==> src/rtl/usr_cmd_sequencer.sv <==
// Command sequencer for a universal shift register: queues (op, count, data)
// commands, drives the mode select / parallel input, and reports the result.
module usr_cmd_sequencer #(
  parameter int WIDTH = 4,
  parameter int CNT_W = 4,
  parameter int DEPTH = 2
) (
  input  logic             clk,
  input  logic             clear,
  input  logic             cmd_valid,
  output logic             cmd_ready,
  input  logic [2:0]       cmd_op,
  input  logic [CNT_W-1:0] cmd_count,
  input  logic [WIDTH-1:0] cmd_data,
  input  logic             abort,
  output logic [2:0]       usr_s,
  output logic [WIDTH-1:0] usr_i,
  input  logic [WIDTH-1:0] usr_q,
  output logic             busy,
  output logic             done,
  output logic             aborted,
  output logic [WIDTH-1:0] result
);

  localparam int AW = $clog2(DEPTH);
  localparam logic [2:0] OP_LOAD = 3'd3;

  typedef enum logic [1:0] {
    S_IDLE,
    S_EXEC,
    S_DONE
  } state_e;

  state_e           state_q, state_d;
  logic [2:0]       op_q, op_d;
  logic [CNT_W-1:0] cnt_q, cnt_d;
  logic [WIDTH-1:0] data_q, data_d;
  logic             aborted_q, aborted_d;
  logic [WIDTH-1:0] result_q, result_d;
  logic [AW:0]      wr_ptr_q, wr_ptr_d;
  logic [AW:0]      rd_ptr_q, rd_ptr_d;

  logic [2:0]       op_mem_q   [DEPTH];
  logic [CNT_W-1:0] cnt_mem_q  [DEPTH];
  logic [WIDTH-1:0] data_mem_q [DEPTH];

  logic             fifo_empty;
  logic             fifo_full;
  logic             push;
  logic             pop;
  logic [2:0]       head_op;
  logic [CNT_W-1:0] head_cnt;
  logic [WIDTH-1:0] head_data;
  logic [CNT_W-1:0] head_n;

  // Extra pointer bit distinguishes full from empty when the indices match.
  assign fifo_empty = (wr_ptr_q == rd_ptr_q);
  assign fifo_full  = (wr_ptr_q[AW] != rd_ptr_q[AW]) &&
                      (wr_ptr_q[AW-1:0] == rd_ptr_q[AW-1:0]);

  assign cmd_ready = !fifo_full && !abort;
  assign push      = cmd_valid && cmd_ready;

  assign head_op   = op_mem_q[rd_ptr_q[AW-1:0]];
  assign head_cnt  = cnt_mem_q[rd_ptr_q[AW-1:0]];
  assign head_data = data_mem_q[rd_ptr_q[AW-1:0]];
  assign head_n    = (head_op == OP_LOAD) ? CNT_W'(1) : head_cnt;

  assign wr_ptr_d = wr_ptr_q + (AW+1)'(push);
  assign rd_ptr_d = abort ? wr_ptr_q : (rd_ptr_q + (AW+1)'(pop));

  always_ff @(posedge clk) begin
    if (push) begin
      op_mem_q[wr_ptr_q[AW-1:0]]   <= cmd_op;
      cnt_mem_q[wr_ptr_q[AW-1:0]]  <= cmd_count;
      data_mem_q[wr_ptr_q[AW-1:0]] <= cmd_data;
    end
  end

  always_ff @(posedge clk or negedge clear) begin
    if (!clear) begin
      state_q   <= S_IDLE;
      op_q      <= '0;
      cnt_q     <= '0;
      data_q    <= '0;
      aborted_q <= 1'b0;
      result_q  <= '0;
      wr_ptr_q  <= '0;
      rd_ptr_q  <= '0;
    end else begin
      state_q   <= state_d;
      op_q      <= op_d;
      cnt_q     <= cnt_d;
      data_q    <= data_d;
      aborted_q <= aborted_d;
      result_q  <= result_d;
      wr_ptr_q  <= wr_ptr_d;
      rd_ptr_q  <= rd_ptr_d;
    end
  end

  always_comb begin
    state_d   = state_q;
    op_d      = op_q;
    cnt_d     = cnt_q;
    data_d    = data_q;
    aborted_d = aborted_q;
    result_d  = result_q;
    pop       = 1'b0;
    usr_s     = 3'd0;
    usr_i     = '0;
    done      = 1'b0;

    unique case (state_q)
      S_IDLE: begin
        if (abort) begin
          if (!fifo_empty) begin
            state_d   = S_DONE;
            aborted_d = 1'b1;
          end
        end else if (!fifo_empty) begin
          pop       = 1'b1;
          op_d      = head_op;
          cnt_d     = head_n;
          data_d    = head_data;
          aborted_d = 1'b0;
          state_d   = (head_n == '0) ? S_DONE : S_EXEC;
        end
      end

      S_EXEC: begin
        // An aborted cycle drives hold so its edge leaves the register untouched.
        if (abort) begin
          state_d   = S_DONE;
          aborted_d = 1'b1;
        end else begin
          usr_s = op_q;
          usr_i = (op_q == OP_LOAD) ? data_q : '0;
          if (cnt_q <= CNT_W'(1)) begin
            state_d   = S_DONE;
            aborted_d = 1'b0;
          end else begin
            cnt_d = cnt_q - CNT_W'(1);
          end
        end
      end

      S_DONE: begin
        done     = 1'b1;
        result_d = usr_q;
        if (!abort && !fifo_empty) begin
          pop       = 1'b1;
          op_d      = head_op;
          cnt_d     = head_n;
          data_d    = head_data;
          aborted_d = 1'b0;
          state_d   = (head_n == '0) ? S_DONE : S_EXEC;
        end else begin
          state_d = S_IDLE;
        end
      end

      default: state_d = S_IDLE;
    endcase
  end

  assign busy    = (state_q != S_IDLE) || !fifo_empty;
  assign aborted = (state_q == S_DONE) && aborted_q;
  assign result  = (state_q == S_DONE) ? usr_q : result_q;

endmodule

==> config.mk <==
export PLATFORM = sky130hd
export DESIGN_NAME = usr_cmd_sequencer
export DESIGN_NICKNAME = d
export VERILOG_FILES = /design/src/rtl/usr_cmd_sequencer.sv
export SDC_FILE = /design/constraint.sdc
export NUM_CORES = 1
export LEC_CHECK = 0
export BUFFER_PORTS_ARGS = -buffer_cell sky130_fd_sc_hd__buf_2
export CAP_MARGIN = 20
export CORE_UTILIZATION = 55
export CTS_CLUSTER_SIZE = 28
export DETAILED_ROUTE_END_ITERATION = 12
export HOLD_SLACK_MARGIN = 0.03
export PLACE_DENSITY = 0.78
export SYNTH_ARGS = -nofsm -noshare
export SYNTH_HDL_FRONTEND = slang
export SYNTH_SLANG_ARGS = --single-unit
==> constraint.sdc <==
create_clock -name clk -period 2.2 [get_ports clk]
set_clock_uncertainty 0.05 [all_clocks]
set_input_delay 0.33 -clock clk [delete_from_list [all_inputs] [get_ports clk]]
set_output_delay 0.33 -clock clk [all_outputs]
set_load 0.05 [all_outputs]
Word-level counts from Yosys, hierarchy flattened:

Memories as Yosys holds them, arrays and structs flattened.
Index checks and enable logic that the tools add are counted.

* logic and storage cells: 90
* output and inout port bits: 15
* memories kept: 3
* bits in writable memories: 22
* flip-flop bits (word level): 22

Memories
* cnt_mem_q: words 2, bits a word 4, read ports 1, clocked after memory_dff 0, wr ports 1, line 44 `logic [CNT_W-1:0] cnt_mem_q [DEPTH];`
* data_mem_q: words 2, bits a word 4, read ports 1, clocked after memory_dff 0, wr ports 1, line 45 `logic [WIDTH-1:0] data_mem_q [DEPTH];`
* op_mem_q: words 2, bits a word 3, read ports 1, clocked after memory_dff 0, wr ports 1, line 43 `logic [2:0] op_mem_q [DEPTH];`

* reductions and logical operators: 18
* equality and inequality tests: 13
* add/subtract/negate cells: 3
* mux-type cells: 44
* $lt $le $gt $ge: 1

Operator list (count)
* 4-bit two-way mux: 13
* 2-bit two-way mux: 8
* 3-bit two-way mux: 5
* 1-bit two-way mux: 12
* 4-bit one-hot mux with 3 select lines: 1
* 2-bit != test, second input constant: 5
* 4-bit one-hot mux with 2 select lines: 1
* 4-bit AND reduction: 2
* 3-bit by 2-bit equality test with 1-bit output, second input constant: 2
* 2-bit one-hot mux with 3 select lines: 1
* 3-bit one-hot mux with 2 select lines: 1
* 6-bit AND reduction: 1
* 1-bit logical AND: 5
* 2-bit by 1-bit adder with 2-bit output: 2
* 4-bit by 1-bit less-or-equal comparator with 1-bit output, second input constant: 1
* 4-bit zero test: 1
* 2-bit nonzero test: 2
* 4-bit by 1-bit subtractor with 4-bit output, second input constant: 1
* 1-bit zero test: 3
* 3-bit != test, second input constant: 1
* 1-bit one-hot mux with 3 select lines: 1
* 3-bit nonzero test: 1
* 2-bit by 1-bit equality test with 1-bit output, second input constant: 1
* 2-bit equality test: 1
* 7 further kinds: 7

Logic depth before layout (Yosys ltp):

An unclocked memory read counts as a cell.

* depth in word-level cells: 8
* gate-level depth with buffers: 8
* gate-level depth less buffers: 6

Least setup slack after synthesis:

Ideal clock, no wire load.

* path type: register to register
* start: register rd_ptr_q[0]
* end: memory cnt_mem_q[1][0] (enable)
* path slack: -0.317 ns
* setup time: 0.357 ns
* arrival time: 2.111 ns
* clock period less this slack: 2.517 ns
* required time: 1.793 ns
* cell stages (with the launch flop): 6
* cell sequence: dfrtp_1 > buf_6 > xnor2_1 > a21oi_1 > and2_1 > ha_1

* longest elaborated chain between the ends: 7

Ends and longest elaborated chain
* from (decl): line 41 `logic [AW:0] rd_ptr_q, rd_ptr_d;`
* from (signal assigned): line 98 `rd_ptr_q <= rd_ptr_d;`
* 1-bit equality test: line 59 `(wr_ptr_q[AW-1:0] == rd_ptr_q[AW-1:0]);`
* 1-bit logical AND: line 58 `assign fifo_full = (wr_ptr_q[AW] != rd_ptr_q[AW]) &&`
* 1-bit zero test: line 61 `assign cmd_ready = !fifo_full && !abort;`
* 1-bit logical AND: line 61
* via cmd_ready: line 11 `output logic cmd_ready,`
* 1-bit logical AND: line 62 `assign push = cmd_valid && cmd_ready;`
* 1-bit two-way mux: line 73 `if (push) begin`
* 1-bit two-way mux (implied by the code): line 75 `cnt_mem_q[wr_ptr_q[AW-1:0]] <= cmd_count;`
* to (decl): line 44

The timed path passes the listed nets, and every way through them passes these cells.

Final worst setup path:

* start: register state_q[1]
* end: output usr_i[1]

* longest elaborated chain between the ends: 2

Ends and longest elaborated chain
* from (decl): line 34 `state_e state_q, state_d;`
* from (signal assigned): line 91 `state_q <= state_d;`
* 2-bit by 1-bit equality test with 1-bit output: line 114 `unique case (state_q)`
* 4-bit two-way mux: line 114
* to (decl): line 17 `output logic [WIDTH-1:0] usr_i,`

No other way between the ends.

==> flow_summary.toml <==
[global_routing]
grt_overflow_total = 0
grt_pass1_wl_um = 5747
antenna_found_initial = 0
first_global_vias = 1274
grt_usage = 0.2004
grt_max_degree = 23

[die]
die_area_um2 = 3878
start_util = 0.5850
io_pins = 34
placement_rows = 21
fp.dieW_um = 62.28
die_y_um = 62.28
coreArea_um2 = 3416

[worst_setup_path]
worstSetupPathType = "reg2out"
r2r-end = "cnt_q[2]"
r2r-start = "rd_ptr_q[0]"
required_ns = 1.82
ff2ff_path_depth = 6
cp.arrival_ns = 1.73
cp_max_fo = 7
rrSetupSlack_ns = 0.28
worstSetupEndpointType = "output pin"
crit_slowest_cell = "dfrtp_2"
cpPeakStageDelay_ns = 0.47
startpoint_type = "register"
crit_chain = "nor3b_4, and2_2, and3b_1, and2_1, buf_4"
path_depth = 5
crit_family = "simple AND/OR/NAND/NOR gates"
path_buf_inv = 1

[clocking]
clk_pin_slew_ns = 0.12
cts_tree = "built"
cts.sinks = 44
cts_root_buf = "clkbuf_4"
numCtsBuffers = 5
clock_latency_ns = 0.35
clock_path_buffers = 2
h-tree-depth = 2

[yosys]
yosysWarnings = 0
postSynthAreaPerCell_um2 = 13.06
synth_area_um2 = 1998
netlist-cell-type-count = 39
synthXorXnorAreaFrac = 0.02192
synth_compound_area_frac = 0.08140
synth_cells = 153
syn_nets = 177
synth.area.mux_share = 0.09706
yosysSeqAreaShare = 0.6061
synth-simple-area-share = 0.1227
synth_top_family_by_area = "simple AND/OR/NAND/NOR gates"
yosys_register_bits = 44
yosys.area_share.adder = 0.03131

[layout]
diodes = 0
fin_nets = 216
final_common_cell = "buf_2"
layout_common_cells = "buf_2 (29), edfxtp_1 (22), dfrtp_1 (20)"
areaGrowthSynthToFinish_pct = 15.78
drive_gt1_frac = 0.3212
fin_area_um2 = 2313

[power_and_ir_drop]
vdd_drop_max_v = 0.0005463
p_leak_nw = 1.011
power_density_nw_per_um2 = 1412

[routing]
viasPerCell = 5.368
post_drt_wl_per_cell_um = 14.33
drt_iter0_drc = 48
drc = 0
dr.pass1.iters = 4
num_vias = 1283
wirelength_um = 3424
ant_nets = 0

[timing]
tightestPinTransition_ns = 0.5286
finalSetupViolations = 0
slew_violations = 0
layout_setup_ws_ns = 0.09403
finalCriticalPeriod_ns = 2.106
hold_viol = 0
fmax_mhz = 474.8
period_share = 0.9573
max_slew_margin = 0.6476

[place]
preCtsSetupSlack_ns = 0.2945
place.gp.congestion = 0.8523
dpl.hpwl_um = 2536
detailed_place.area_um2 = 2196
numPortBuffers = 33

[min_path]
hp-class = "in2reg"
hold_start = "cmd_count[3]"
hold_end = "cnt_mem_q[0][3]"
hold_depth = 1

[flow_run]
maxCapViolations = 0

[status]
outcome = "finished clean"
==> per-layer routing <==
layer | routed length (um) | share of wire | GRT usage | vias to the layer above
met1 | 1419 | 0.41 | 0.2255 | 598
met3 | 220 | 0.064 | 0.07169 | 5
met5 | 0 | 0 | 0 | -
met4 | 70 | 0.020 | 0.1105 | 0
met2 | 1713 | 0.50 | 0.3310 | 54
li1 | - | - | - | 626
==> cells by family (layout without fill, tap and decap cells) <==
kind of cell	Yosys count	after routing
flops	44	44
simple gates	41	41
compound gates	26	26
mux	18	18
buf+inv	14	54
fa+ha+maj	5	5
xor+xnor	5	5
==> worst reg2reg max path, delay by kind of cell, from the launching register on <==
family | cells | cell delay (ns)
AO/OA/AOI/OAI | 2 | 0.48
flip-flops | 1 | 0.41
buffers and inverters | 2 | 0.50
XOR/XNOR | 1 | 0.22
AND/OR/NAND/NOR | 1 | 0.17
==> cells in the mapped netlist <==
master	instances	area, um2
xor2_1	3	26.28
inv_1	7	26.28
nand2b_1	2	12.51
mux2_2	7	78.83
or4_1	1	7.510
nor2_1	5	18.77
mux2i_1	10	100.1
nor3b_4	1	18.77
buf_6	3	33.78
edfxtp_1	22	660.6
ha_1	5	62.56
nand4b_1	1	8.760
nor4_1	1	6.260
nand4bb_1	1	11.26
o211ai_1	1	7.510
nor2b_1	1	6.260
or3_1	2	12.51
and3_2	1	7.510
and2_1	10	62.56
o31ai_2	1	12.51
o32a_1	1	10.01
o31a_1	1	8.760
nor3_1	2	10.01
and2_4	1	8.760
dfrtp_1	22	550.5
a221oi_1	1	8.760
nand3_1	3	15.01
a21oi_1	5	25.02
mux2_4	1	15.01
o21ai_0	11	55.05
o22ai_1	1	6.260
a31oi_1	2	12.51
a22oi_1	1	7.510
xnor2_1	2	17.52
buf_2	3	15.01
o2bb2ai_1	1	8.760
and3b_1	1	8.760
nand2_1	8	30.03
clkbuf_1	1	3.750
==> layout make-up <==
type | instances | area [um2]
clock buffers | 8 | 58.81
fillers | 255 | 1102
inverters | 7 | 26.28
multi-input cells | 95 | 723.2
flip-flops and latches | 44 | 1214
well taps | 46 | 57.56
repair buffers | 39 | 234.0
==> registers in the layout, summed over array words and instances (netlist names) <==
signal,flops
cnt_mem_q,8
data_mem_q,8
op_mem_q,6
cnt_q,4
data_q,4
result_q,4
op_q,3
rd_ptr_q,2
state_q,2
wr_ptr_q,2
aborted_q,1
==> what timing repair did <==
item | CTS | global route
setup endpoints to repair | 8 | 9
hold buffers | 1 | 0
gates resized for setup | 6 | 5
buffers inserted | 0 | 2
hold endpoints to repair | 22 | 0
pin swaps | 0 | 1
==> power breakdown <==
part	internal [W]	switching [W]
combinational	0.000584	0.000942
sequential	0.00115	0.000197
clock	0.000158	0.000237
total	0.00189	0.00138
==> how the worst max path moves through the flow <==
| stage | startpoint | end | slack [ns] |
|---|---|---|---|
| floorplan | rd_ptr_q[0] | cnt_mem_q[1][0] | 0.01 |
| global placement | abort | usr_i[3] | 0.32 |
| detailed placement | abort | usr_i[2] | 0.29 |
| CTS | state_q[1] | usr_i[2] | -0.0002 |
| global route | state_q[1] | usr_i[1] | -0.002 |
| finish | state_q[1] | usr_i[1] | 0.09 |
==> stage by stage <==
step | total power, W | utilization | setup TNS (ns) | instances | hold slack [ns]
2_1_floorplan | 0.002549 | - | 0 | 153 | -0.01559
3_3_place_gp | 0.002746 | 0.6429 | 0 | 228 | 0.2634
3_5_place_dp | 0.002847 | 0.6429 | 0 | 228 | 0.2643
4_1_cts | 0.003249 | 0.6670 | -0.0002014 | 237 | 0.09236
5_1_grt | 0.003490 | 0.6773 | -0.001570 | 239 | 0.07412
6_report | 0.003268 | 0.6773 | 0 | 239 | 0.1122
(Power assumes the default switching activity.)
